--- src/rtl/phase_nco_issuer.sv ---
// phase_nco_issuer: phase accumulator feeding an iterative CORDIC core.
// Issues one wrapped theta per accepted sample tick, then waits for the core's
// done (or a timeout) before accepting another. Ticks that arrive while busy
// are counted as overruns.
// Optional build macro: PHASE_DITHER_EN adds +/-1 LSB LFSR dither to theta_out.
module phase_nco_issuer #(
   parameter int WIDTH    = 16,
   parameter int PI_Q     = 25736,
   parameter int TWO_PI_Q = 51472,
   parameter int TIMEOUT  = 32,
   parameter int CNT_W    = 8
) (
   input  logic                    clk,
   input  logic                    rst,
   input  logic                    enable,
   input  logic                    sample_tick,
   input  logic signed [WIDTH-1:0] freq_word,
   input  logic signed [WIDTH-1:0] phase_offset,
   input  logic                    phase_clr,
   input  logic                    cordic_done,
   output logic signed [WIDTH-1:0] theta_out,
   output logic                    theta_valid,
   output logic                    busy,
   output logic [CNT_W-1:0]        overrun_cnt,
   output logic                    timeout_err
);

   // Two guard bits keep acc+operand sums in range before wrapping.
   localparam int IW   = WIDTH + 2;
   localparam int WC_W = $clog2(TIMEOUT + 1);

   localparam logic signed [IW-1:0] PI_S     = IW'(PI_Q);
   localparam logic signed [IW-1:0] NEG_PI_S = -IW'(PI_Q);
   localparam logic signed [IW-1:0] TWO_PI_S = IW'(TWO_PI_Q);
   localparam logic [WC_W-1:0]      WAIT_LAST = WC_W'(TIMEOUT - 1);

   typedef enum logic [1:0] {
      IDLE  = 2'd0,
      ISSUE = 2'd1,
      WAIT  = 2'd2
   } state_t;

   state_t                  state_r;
   state_t                  next_state_s;
   logic signed [WIDTH-1:0] acc_r;
   logic [WC_W-1:0]         wait_cnt_r;
   logic                    accept_s;
   logic                    overrun_s;
   logic                    timeout_s;
   logic signed [IW-1:0]    freq_c_s;
   logic signed [IW-1:0]    off_c_s;
   logic signed [IW-1:0]    next_acc_s;
   logic signed [IW-1:0]    theta_calc_s;

   // Limit an operand to [-PI_Q, PI_Q] so a single wrap correction suffices.
   function automatic logic signed [IW-1:0] clamp_pi(input logic signed [IW-1:0] v);
      if (v > PI_S) begin
         return PI_S;
      end else if (v < NEG_PI_S) begin
         return NEG_PI_S;
      end else begin
         return v;
      end
   endfunction

   // Fold a value in [-2*PI, 2*PI) back into [-PI, PI).
   function automatic logic signed [IW-1:0] wrap_pi(input logic signed [IW-1:0] v);
      if (v >= PI_S) begin
         return v - TWO_PI_S;
      end else if (v < NEG_PI_S) begin
         return v + TWO_PI_S;
      end else begin
         return v;
      end
   endfunction

`ifdef PHASE_DITHER_EN
   logic [15:0] lfsr_r;
   logic        lfsr_fb_s;

   // Feedback taps for x^16+x^14+x^13+x^11+1 in a right-shifting register.
   assign lfsr_fb_s = lfsr_r[0] ^ lfsr_r[2] ^ lfsr_r[3] ^ lfsr_r[5];

   // Advance the dither sequence once per issued theta.
   always_ff @(posedge clk) begin
      if (rst) begin
         lfsr_r <= 16'hACE1;
      end else if (accept_s) begin
         lfsr_r <= {lfsr_fb_s, lfsr_r[15:1]};
      end else begin
         lfsr_r <= lfsr_r;
      end
   end
`endif

   // Phase arithmetic: clamp inputs, compute next accumulator and issued theta.
   always_comb begin
      freq_c_s   = clamp_pi(IW'(freq_word));
      off_c_s    = clamp_pi(IW'(phase_offset));
      next_acc_s = wrap_pi(IW'(acc_r) + freq_c_s);
`ifdef PHASE_DITHER_EN
      theta_calc_s = clamp_pi(wrap_pi(IW'(acc_r) + off_c_s)
                              + (lfsr_r[0] ? 18'sd1 : -18'sd1));
`else
      theta_calc_s = wrap_pi(IW'(acc_r) + off_c_s);
`endif
   end

   // Next-state logic plus per-cycle accept/overrun/timeout decisions.
   always_comb begin
      next_state_s = state_r;
      accept_s     = 1'b0;
      overrun_s    = 1'b0;
      timeout_s    = 1'b0;
      case (state_r)
         IDLE: begin
            if (enable && sample_tick) begin
               next_state_s = ISSUE;
               accept_s     = 1'b1;
            end else begin
               next_state_s = IDLE;
            end
         end
         ISSUE: begin
            next_state_s = WAIT;
            overrun_s    = enable && sample_tick;
         end
         WAIT: begin
            // A tick coinciding with done is still dropped.
            overrun_s = enable && sample_tick;
            if (cordic_done) begin
               next_state_s = IDLE;
            end else if (wait_cnt_r == WAIT_LAST) begin
               next_state_s = IDLE;
               timeout_s    = 1'b1;
            end else begin
               next_state_s = WAIT;
            end
         end
         default: begin
            next_state_s = IDLE;
         end
      endcase
   end

   // State, accumulator, registered outputs and status counters.
   always_ff @(posedge clk) begin
      if (rst) begin
         state_r     <= IDLE;
         acc_r       <= '0;
         wait_cnt_r  <= '0;
         theta_out   <= '0;
         theta_valid <= 1'b0;
         busy        <= 1'b0;
         overrun_cnt <= '0;
         timeout_err <= 1'b0;
      end else begin
         state_r     <= next_state_s;
         theta_valid <= accept_s;
         busy        <= (next_state_s == WAIT);
         if (accept_s) begin
            theta_out <= theta_calc_s[WIDTH-1:0];
         end
         // Clear wins over the accumulate; theta above already used the old acc.
         if (phase_clr) begin
            acc_r <= '0;
         end else if (accept_s) begin
            acc_r <= next_acc_s[WIDTH-1:0];
         end
         if ((state_r == WAIT) && (next_state_s == WAIT)) begin
            wait_cnt_r <= wait_cnt_r + 1'b1;
         end else begin
            wait_cnt_r <= '0;
         end
         if (timeout_s) begin
            timeout_err <= 1'b1;
         end
         if (overrun_s && (overrun_cnt != {CNT_W{1'b1}})) begin
            overrun_cnt <= overrun_cnt + 1'b1;
         end
      end
   end

endmodule

--- config.mk ---
export PLATFORM = sky130hd
export DESIGN_NAME = phase_nco_issuer
export DESIGN_NICKNAME = d
export VERILOG_FILES = /design/src/rtl/phase_nco_issuer.sv
export SDC_FILE = /design/constraint.sdc
export NUM_CORES = 1
export LEC_CHECK = 0
export ABC_AREA = 0
export ABC_CLOCK_PERIOD_IN_PS = 9700
export BUFFER_PORTS_ARGS = -buffer_cell sky130_fd_sc_hd__buf_2
export CAP_MARGIN = 10
export CORE_MARGIN = 4
export CORE_UTILIZATION = 30
export DETAILED_ROUTE_END_ITERATION = 8
export PLACE_DENSITY_LB_ADDON = 0.3
export SLEW_MARGIN = 20
export SYNTH_ARGS = -nofsm -noshare
export SYNTH_HDL_FRONTEND = slang
export SYNTH_SLANG_ARGS = --single-unit
--- constraint.sdc ---
create_clock -name clk -period 9.7 [get_ports clk]
set_input_delay 0.485 -clock clk [delete_from_list [all_inputs] [get_ports clk]]
set_output_delay 0.485 -clock clk [all_outputs]
set_load 0.005 [all_outputs]
[Word level (Yosys, flattened, before mapping)]
Cells that the tools add are included.
Cells by class
  add/subtract/negate cells: 8
  magnitude comparators: 8
  equality and inequality tests: 5
  mux-type cells: 18
  bitwise logic cells: 1
  reductions and logical operators: 7
Operators with widths (count)
  $mux 18: 4
  $mux 16: 4
  $add 16x18->18: 2
  $ge 18x16->1 const B: 2
  $lt 18x16->1 const B: 2
  $add 16x15->16 const B: 2
  $gt 16x16->1 const B: 2
  $lt 16x16->1 const B: 2
  $sub 16x15->16 const B: 2
  $add 8x1->8 const B: 1
  $ne 8x8->1 const B: 1
  $mux 1: 7
  $add 6x1->6 const B: 1
  $eq 6x5->1 const B: 1
  $pmux 2 s3: 1
  $reduce_or 2->1: 3
  $eq 2x2->1 const B: 2
  $mux 2: 2
  $logic_and 1x1->1: 3
  $eq 2x1->1 const B: 1
  $logic_not 2->1: 1
  $not 1->1: 1
Storage, ports and cells
  flip-flop bits (word level): 51
  output and inout bits: 27
  logic and storage cells: 55

[Logic depth before layout (Yosys ltp)]
Gate-level depths: netlist of run 1.
  depth in word-level cells: 8
  depth in mapped cells: 24
  gate-level depth less buffers: 22

[Worst setup path after synthesis of run 1]
Ideal clock, no wire load.
  path type: input -> register
  start: in freq_word[3]
  end: reg acc_r[5]
  setup time: 0.133 ns
  arrival: 4.767 ns
  data required time: 9.567 ns
  path slack: 4.801 ns
  stages on the path: 24
  buffers on the path: 2
  cells stage by stage: a41o_1 -> a31oi_1 -> nor2_1 -> o31ai_1 -> ha_1 -> buf_1 -> nor2_1 -> and2_1 -> ha_1 -> fa_1 -> a211oi_1 -> nor2_1 -> xor2_1 -> inv_1 -> ha_1 -> inv_1 -> o211ai_1 -> a211o_1 -> a211oi_1 -> a2bb2oi_2 -> buf_2 -> mux2i_1 -> a31oi_1 -> a21oi_1
Between the ends
  cells in the longest elaborated chain, start to end: 7
  elaborated cells between the ends (all ways): 11
  classes of those cells: 3 x add/sub; 4 x order compare; 4 x mux
RTL lines
  start: declaration: line 17  | input logic signed [WIDTH-1:0] freq_word,
  $lt 16x16->1: line 59  | end else if (v < NEG_PI_S) begin
  $mux 18: line 59
  $mux 18 *: line 57  | if (v > PI_S) begin
  $add 16x18->18 *: line 100  | next_acc_s = wrap_pi(IW'(acc_r) + freq_c_s);
  $add 16x15->16 or $lt 18x16->1 (tied branches): line 71, 70
  $mux 16: line 70  | end else if (v < NEG_PI_S) begin
  $mux 16 *: line 68  | if (v >= PI_S) begin
  end signal: assignment: line 168  | acc_r <= next_acc_s[WIDTH-1:0];
  end: declaration: line 45  | logic signed [WIDTH-1:0] acc_r;
Mark *: on every way between the ends. The rest lies on a longest branch, timed or not.
A chain may end at the register's enable or synchronous reset.

[Worst setup path after layout of run 1]
  start: in phase_offset[4]
  end: reg theta_out[13]
Between the ends
  cells in the longest elaborated chain, start to end: 7
  elaborated cells between the ends (all ways): 11
  classes of those cells: 3 x add/sub; 4 x order compare; 4 x mux
RTL lines
  start: declaration: line 18  | input logic signed [WIDTH-1:0] phase_offset,
  $lt 16x16->1: line 59
  $mux 18: line 59
  $mux 18 *: line 57
  $add 16x18->18 *: line 105  | theta_calc_s = wrap_pi(IW'(acc_r) + off_c_s);
  $add 16x15->16 or $lt 18x16->1 (tied branches): line 71, 70
  $mux 16: line 70
  $mux 16 *: line 68
  end signal: assignment: line 162  | theta_out <= theta_calc_s[WIDTH-1:0];
  end: declaration: line 21  | output logic signed [WIDTH-1:0] theta_out,
Marks and branches as above.

==> out/qor.txt, run 1 <==
result of the run: finished clean
fraction of registers with async set/reset: 0%
worst setup slack for register-to-register paths: 5.35 ns
Non-Filler Instances: 994
commonest cells after routing, fill and taps aside: sky130_fd_sc_hd__nor2_1 (93), sky130_fd_sc_hd__buf_2 (64), sky130_fd_sc_hd__nand2_1 (55)
number of standard cells after synthesis: 719
capture instance of the worst register-to-register path: theta_out[13]$_SDFFE_PP0P_
clk root buf: sky130_fd_sc_hd__clkbuf_16
most common cell after layout, fill and taps aside: sky130_fd_sc_hd__nor2_1
number of slew-limit violations in the final report: 0
finished layout cell area: 6080 um2
pin count of the biggest net entering global routing: 41
Static Leakage: 0.00252 uW
number of distinct library cell variants in the gate-level netlist after synthesis: 78
maximum vdd drop: 0.0834 mV
Worst slew margin: 28.2%
die width: 142 um
endpoint required time on the critical path: 9.91 ns
number of hold buffers added after cts: 0
final setup TNS: 0 ns
initial standard-cell utilization of the core: 31.0%
Crit path max-delay family: compound AO/OA/AOI/OAI gates
Max Clk Rate: 177 MHz
wire length per cell after detailed routing: 15.0 um
post-synthesis xor/xnor area fraction: 6.77%
Diodes inserted: 0
post-synthesis share of cell area spent on and, or, nand and nor gates: 25.3%
violation count after the first detailed-routing iteration: 328
Syn Nets: 804
reg-to-reg critical path startpoint: acc_r[0]$_SDFFE_PP0P_
Crit. End Element: register
total wire length: 14900 um
clock tree from TritonCTS: built
Most Frequent Cell on Critical Path: sky130_fd_sc_hd__nor2_1
critical-path cell list: buf_2 > a41o_1 > a31oi_1 > nor2_1 > o31ai_1 > ha_1 > nor2_1 > and2_1 > ha_1 > fa_1 > a211oi_2 > o21ai_2 > a311oi_2 > nor2_1 > xor2_1 > o211ai_1 > a32oi_1 > o21ai_1 > xnor2_1 > a211oi_1
clock buffer count from CTS: 5
Worst Reg-to-Reg Cells: 12
aggregate global routing overflow: 0
instance count along the most critical hold path: 2
vias in the first global route: 4942
multiplexer share of the synthesized area: 1.11%
final-report hold violation count: 0
slowest cell on the critical path: sky130_fd_sc_hd__a32oi_1
post-detailed-placement cell area: 5920 um2
Clock Tree Buf Depth: 2
fillers: 1869
Critical Path Fanout Max: 11
synthesized area per cell: 7.53 um2
Final Setup Violations: 0
die outline area: 20300 um2
largest stage delay on the critical path: 0.93 ns
final routed DRC violation total: 0
arrival time of data at the critical path endpoint: 5.87 ns
Worst Clk Skew: 0.00579 ns
buffering stage count on the worst path with inverters included: 1
share of synthesized area occupied by flip-flops and latches: 18.9%
ratio of total power to cell area: 143 nW/um2
detail-routed via count per cell: 5.48
Vias: 5450
share of post-route cells with drive strength above 1: 14.4%
Clk pin slew, worst setup/hold paths: 0.08 ns
end of the worst hold path: theta_out[4]$_SDFFE_PP0P_
placer's final routability congestion estimate: 0.878
fraction of the cycle the final worst path needs: 58.4%
most frequently used flop master after synthesis: sky130_fd_sc_hd__dfxtp_1
number of buffers added on ports: 64
final worst path period need: 5.66 ns
Placement Rows: 48
growth of design area from synthesis to finish: 12.2%
Synth Cell Area: 5420 um2
library cell occupying the most area in the post-synthesis netlist: sky130_fd_sc_hd__dfxtp_1
TritonCTS Sinks: 51
initial antenna violation count: 2
insertion delay of the later-clocked pin in the worst-skew pair: 0.29 ns
Clock H-tree levels: 2
Hold Path Origin: theta_out[4]$_SDFFE_PP0P_
compound-gate portion of the synthesized area: 32.1%
post-CTS sizing: 0
number of placed cells counting well taps: 986
Worst-Margin Slew: 1.08 ns
Tot GR Track Use: 14.4%
Hold Crit Class: register to register
placed wire-length estimate after detailed placement: 11800 um
number of enable-type register cells in the synthesized netlist: 0
number of storage elements in the synthesis netlist: 51
setup repair after global routing missed its margin: no
Vert. Die Dim: 142 um
Nets: 853
drt first pass iters: 5
core footprint: 17500 um2
total of max-cap violations: 0
Post-Place Worst Slack: 3.80 ns
warning count from the yosys run: 0
Post-CTS Setup Repair Bufs: 0
Synth area leaders: sky130_fd_sc_hd__dfxtp_1 (19%), sky130_fd_sc_hd__ha_1 (10%), sky130_fd_sc_hd__nor2_1 (6.4%), sky130_fd_sc_hd__a21oi_1 (3.9%), sky130_fd_sc_hd__xnor2_1 (3.9%)
Critical Path Source Type: input port
smallest setup slack after layout: 4.04 ns
Setup CP Type: input port to register
Antenna Violating Nets Remaining: 0
Top-Level Pins: 65
area share of the largest cell type after synthesis: 18.9%
main combinational cell family by area after synthesis: compound AO/OA/AOI/OAI gates
post-synthesis share of cell area spent on full adders, half adders and majority gates: 11.1%
wire length of the first global-routing pass: 24900 um
==> worst max-delay path by stage <==
stage                               start                    endpoint  slack, ns  cells past startpoint
after floorplan              freq_word[3]       acc_r[5]$_SDFFE_PP0P_       4.80                     24
after global placement    phase_offset[3]   theta_out[9]$_SDFFE_PP0P_       3.80                     20
after detailed placement  phase_offset[3]  theta_out[13]$_SDFFE_PP0P_       3.80                     20
after CTS                 phase_offset[3]  theta_out[13]$_SDFFE_PP0P_       4.09                     20
after global routing      phase_offset[0]  theta_out[13]$_SDFFE_PP0P_       3.65                     20
final                     phase_offset[4]  theta_out[13]$_SDFFE_PP0P_       4.04                     20
==> per-layer routing <==
layer	vias to the layer above	part of all wire, %	GRT usage, %
met4	4	0.79	1.90
met1	2532	52	21.6
met2	109	42	22.4
li1	2790	-	-
met5	-	0.17	0
met3	15	4.1	2.02
==> sequential cells by signal, indices dropped and copies added (netlist names) <==
| name | cells |
|---|---|
| wait_cnt_r | 6 |
| acc_r | 16 |
| timeout_err | 1 |
| state_r | 2 |
| theta_out | 16 |
| overrun_cnt | 8 |
| busy | 1 |
| theta_valid | 1 |
==> where the power goes <==
group          internal [uW]  switching, uW  total [uW]
registers                220           7.97         228
logic                    176            280         456
clock network           98.7           88.1         187
total                    495            376         872
==> worst register-to-register path, cell delays in order, from the launching register on <==
cell                       delay (ns)
sky130_fd_sc_hd__dfxtp_1         0.34
sky130_fd_sc_hd__ha_1            0.24
sky130_fd_sc_hd__fa_1            0.44
sky130_fd_sc_hd__a211oi_2        0.31
sky130_fd_sc_hd__o21ai_2         0.16
sky130_fd_sc_hd__a311oi_2        0.43
sky130_fd_sc_hd__nor2_1          0.14
sky130_fd_sc_hd__xor2_1          0.44
sky130_fd_sc_hd__o211ai_1        0.21
sky130_fd_sc_hd__a32oi_1         0.93
sky130_fd_sc_hd__o21ai_1         0.20
sky130_fd_sc_hd__xnor2_1         0.20
sky130_fd_sc_hd__a211oi_1        0.24
==> cell families (layout without fill, tap and decap cells) <==
kind of cell | after synthesis | count (layout)
compound gates | 230 | 230
xor+xnor | 41 | 41
fa+ha+maj | 47 | 47
buf+inv | 60 | 110
flops | 51 | 51
mux | 6 | 6
simple gates | 284 | 284
==> final cells by class <==
class	instances	area, um2	area share, %
clock buffer	5	125	2.06
clock inverter	3	28.8	0.474
inverter	33	124	2.04
multi-input combinational	608	4140	68.1
sequential	51	1020	16.8
tap	225	282	4.63
timing repair buffer	69	358	5.89
==> cells in the mapped netlist (all sizes together), types with 3 or more instances <==
library cell / count
nor2: 93
nand2: 55
dfxtp: 51
a21oi: 46
ha: 45
nand3: 39
inv: 33
o21ai: 28
xnor2: 24
a211oi: 23
o211ai: 20
nor3: 19
xor2: 17
clkbuf: 14
a21o: 13
a31oi: 13
buf: 13
and3: 11
o22ai: 11
o21a: 9
or2: 9
and2: 8
nand3b: 8
nand4: 8
nand2b: 7
nor2b: 7
or3: 7
mux2i: 6
o31ai: 6
a211o: 5
nor4: 5
o31a: 5
o32ai: 5
o2111ai: 4
o221ai: 4
o22a: 4
a2111oi: 3
a221o: 3
nor3b: 3
o41ai: 3
==> metrics by stage <==
stage | utilization, % | total power [uW] | hold slack [ns]
after floorplan | - | 593 | 0.430
after global placement | 33.9 | 685 | 0.440
after detailed placement | 33.9 | 684 | 0.441
after CTS | 34.8 | 872 | 0.452
after global routing | 34.8 | 938 | 0.476
final | 34.8 | 872 | 0.450
(Power assumes the default switching activity.)
==> inputs of run 2 (changes only) <==
ABC_CLOCK_PERIOD_IN_PS = 5700   (was 9700)
clock period = 5.7 ns   (was 9.7 ns; I/O delays follow)
==> run 2 against run 1 <==
Against the previous run: combinational power rose by 73%; final cell count rose by 0.70%; clock skew is 0.0027 ns higher; global-route usage is 0.39 points higher; non-clock buffer count increased by 6; clock power up 68%; flip-flop and latch count unchanged; worst setup slack got worse by 3.3 ns; die area did not move; critical endpoint is now theta_out[14]$_SDFFE_PP0P_; sequential power grew 71%; total power increased by 71%; critical path depth rose by 2; largest power group unchanged.
==> out/qor.txt, run 2 (synthesis results as in run 1) <==
aggregate global routing overflow: 0
Critical Path Source Type: input port
number of slew-limit violations in the final report: 0
wire length of the first global-routing pass: 25200 um
Hold Crit Class: input port to register
Post-CTS Setup Repair Bufs: 0
post-CTS sizing: 0
Worst Reg-to-Reg Cells: 15
setup repair after global routing missed its margin: no
instance count along the most critical hold path: 4
endpoint required time on the critical path: 5.85 ns
placer's final routability congestion estimate: 0.899
final routed DRC violation total: 0
number of buffers added on ports: 64
Clock H-tree levels: 2
Tot GR Track Use: 14.8%
clk root buf: sky130_fd_sc_hd__clkbuf_16
Max Clk Rate: 202 MHz
initial standard-cell utilization of the core: 31.0%
Clk pin slew, worst setup/hold paths: 0.08 ns
power consumption: 1490 uW
Nets: 859
Worst-Margin Slew: 0.754 ns
maximum vdd drop: 0.137 mV
arrival time of data at the critical path endpoint: 5.11 ns
largest registers: acc_r (16), theta_out (16), overrun_cnt (8)
growth of design area from synthesis to finish: 13.2%
Antenna Violating Nets Remaining: 0
wire length per cell after detailed routing: 15.1 um
insertion delay of the later-clocked pin in the worst-skew pair: 0.29 ns
Final Util: 35.1%
Worst slew margin: 49.4%
drt first pass iters: 5
Final Setup Violations: 0
Vias: 5468
die width: 142 um
clock buffer count from CTS: 5
total wire length: 15100 um
core footprint: 17500 um2
violation count after the first detailed-routing iteration: 290
most common cell after layout, fill and taps aside: sky130_fd_sc_hd__nor2_1
Top-Level Pins: 65
worst setup slack for register-to-register paths: 1.84 ns
Critical Path Fanout Max: 14
vias in the first global route: 5001
largest stage delay on the critical path: 0.53 ns
Hold Path Origin: cordic_done
number of hold buffers added after cts: 0
pin count of the biggest net entering global routing: 30
final worst path period need: 4.96 ns
critical-path cell list: buf_2 > o31a_1 > o41ai_1 > nand2_1 > a211oi_1 > nor3_2 > nor2_1 > and2_1 > ha_1 > a211oi_2 > o31ai_4 > xor2_1 > inv_1 > ha_1 > nand3b_1 > a32o_1 > a31oi_1 > o311ai_2 > a21oi_2 > or4_1 > a21oi_1 > a211oi_1
Vert. Die Dim: 142 um
slowest cell on the critical path: sky130_fd_sc_hd__or4_1
Static Leakage: 0.00255 uW
Crit. End Element: register
TritonCTS Sinks: 51
share of post-route cells with drive strength above 1: 15.2%
final setup TNS: 0 ns
clock tree from TritonCTS: built
Worst Clk Skew: 0.00851 ns
die outline area: 20300 um2
Clock Tree Buf Depth: 2
capture instance of the worst register-to-register path: acc_r[11]$_SDFFE_PP0P_
ratio of total power to cell area: 244 nW/um2
detail-routed via count per cell: 5.46
initial antenna violation count: 5
placed wire-length estimate after detailed placement: 12200 um
end of the worst hold path: timeout_err$_SDFFE_PP0P_
total of max-cap violations: 0
fraction of the cycle the final worst path needs: 86.9%
result of the run: finished clean
Setup CP Type: input port to register
Placement Rows: 48
final-report hold violation count: 0
commonest cells after routing, fill and taps aside: sky130_fd_sc_hd__nor2_1 (93), sky130_fd_sc_hd__buf_2 (64), sky130_fd_sc_hd__nand2_1 (55)
reg-to-reg critical path startpoint: acc_r[0]$_SDFFE_PP0P_
run 2: worst max path at each step:
stage	depth (start not counted)	to	startpoint
floorplan	24	acc_r[5]$_SDFFE_PP0P_	freq_word[3]
global placement	22	theta_out[14]$_SDFFE_PP0P_	phase_offset[3]
detailed placement	23	acc_r[11]$_SDFFE_PP0P_	freq_word[3]
CTS	23	acc_r[11]$_SDFFE_PP0P_	freq_word[3]
global route	23	acc_r[11]$_SDFFE_PP0P_	freq_word[3]
finish	22	theta_out[14]$_SDFFE_PP0P_	phase_offset[0]
run 2: through the flow:
stage / area (um2) / setup slack, ns / hold slack (ns) / instances
global route: 6130 / 0.255 / 0.327 / 1001
detailed placement: 5970 / 0.476 / 0.446 / 992
finish: 6130 / 0.744 / 0.317 / 1001
CTS: 6130 / 0.735 / 0.311 / 1000
global placement: 5970 / 0.290 / 0.440 / 992
floorplan: 5420 / 1.00 / 0.430 / 719
run 2: worst max-delay path: cells and delay by family:
| kind | cells | cell delay, ns |
|---|---|---|
| buf+inv | 2 | 0.30 |
| simple gates | 6 | 1.27 |
| xor+xnor | 1 | 0.27 |
| fa+ha+maj | 2 | 0.48 |
| compound gates | 11 | 2.52 |
run 2: power by group:
group	total (uW)	switching [uW]	internal, uW
clock network	314	146	168
logic	789	475	315
registers	389	14.1	375
run 2: cell type report:
| class | instances | area (um2) |
|---|---|---|
| diodes | 1 | 2.50 |
| clock buffers | 5 | 125 |
| clock inverters | 3 | 28.8 |
| fillers | 1889 | 11300 |
| inverters | 33 | 124 |
| multi-input cells | 608 | 4140 |
| flip-flops and latches | 51 | 1020 |
| well taps | 225 | 282 |
| repair buffers | 75 | 403 |
run 2: metal layers:
layer / global-route usage [%] / part of all wire, %
met5: 0 / 0.30
met4: 1.90 / 0.87
met3: 3.43 / 6.5
met2: 22.5 / 42
met1: 21.8 / 51
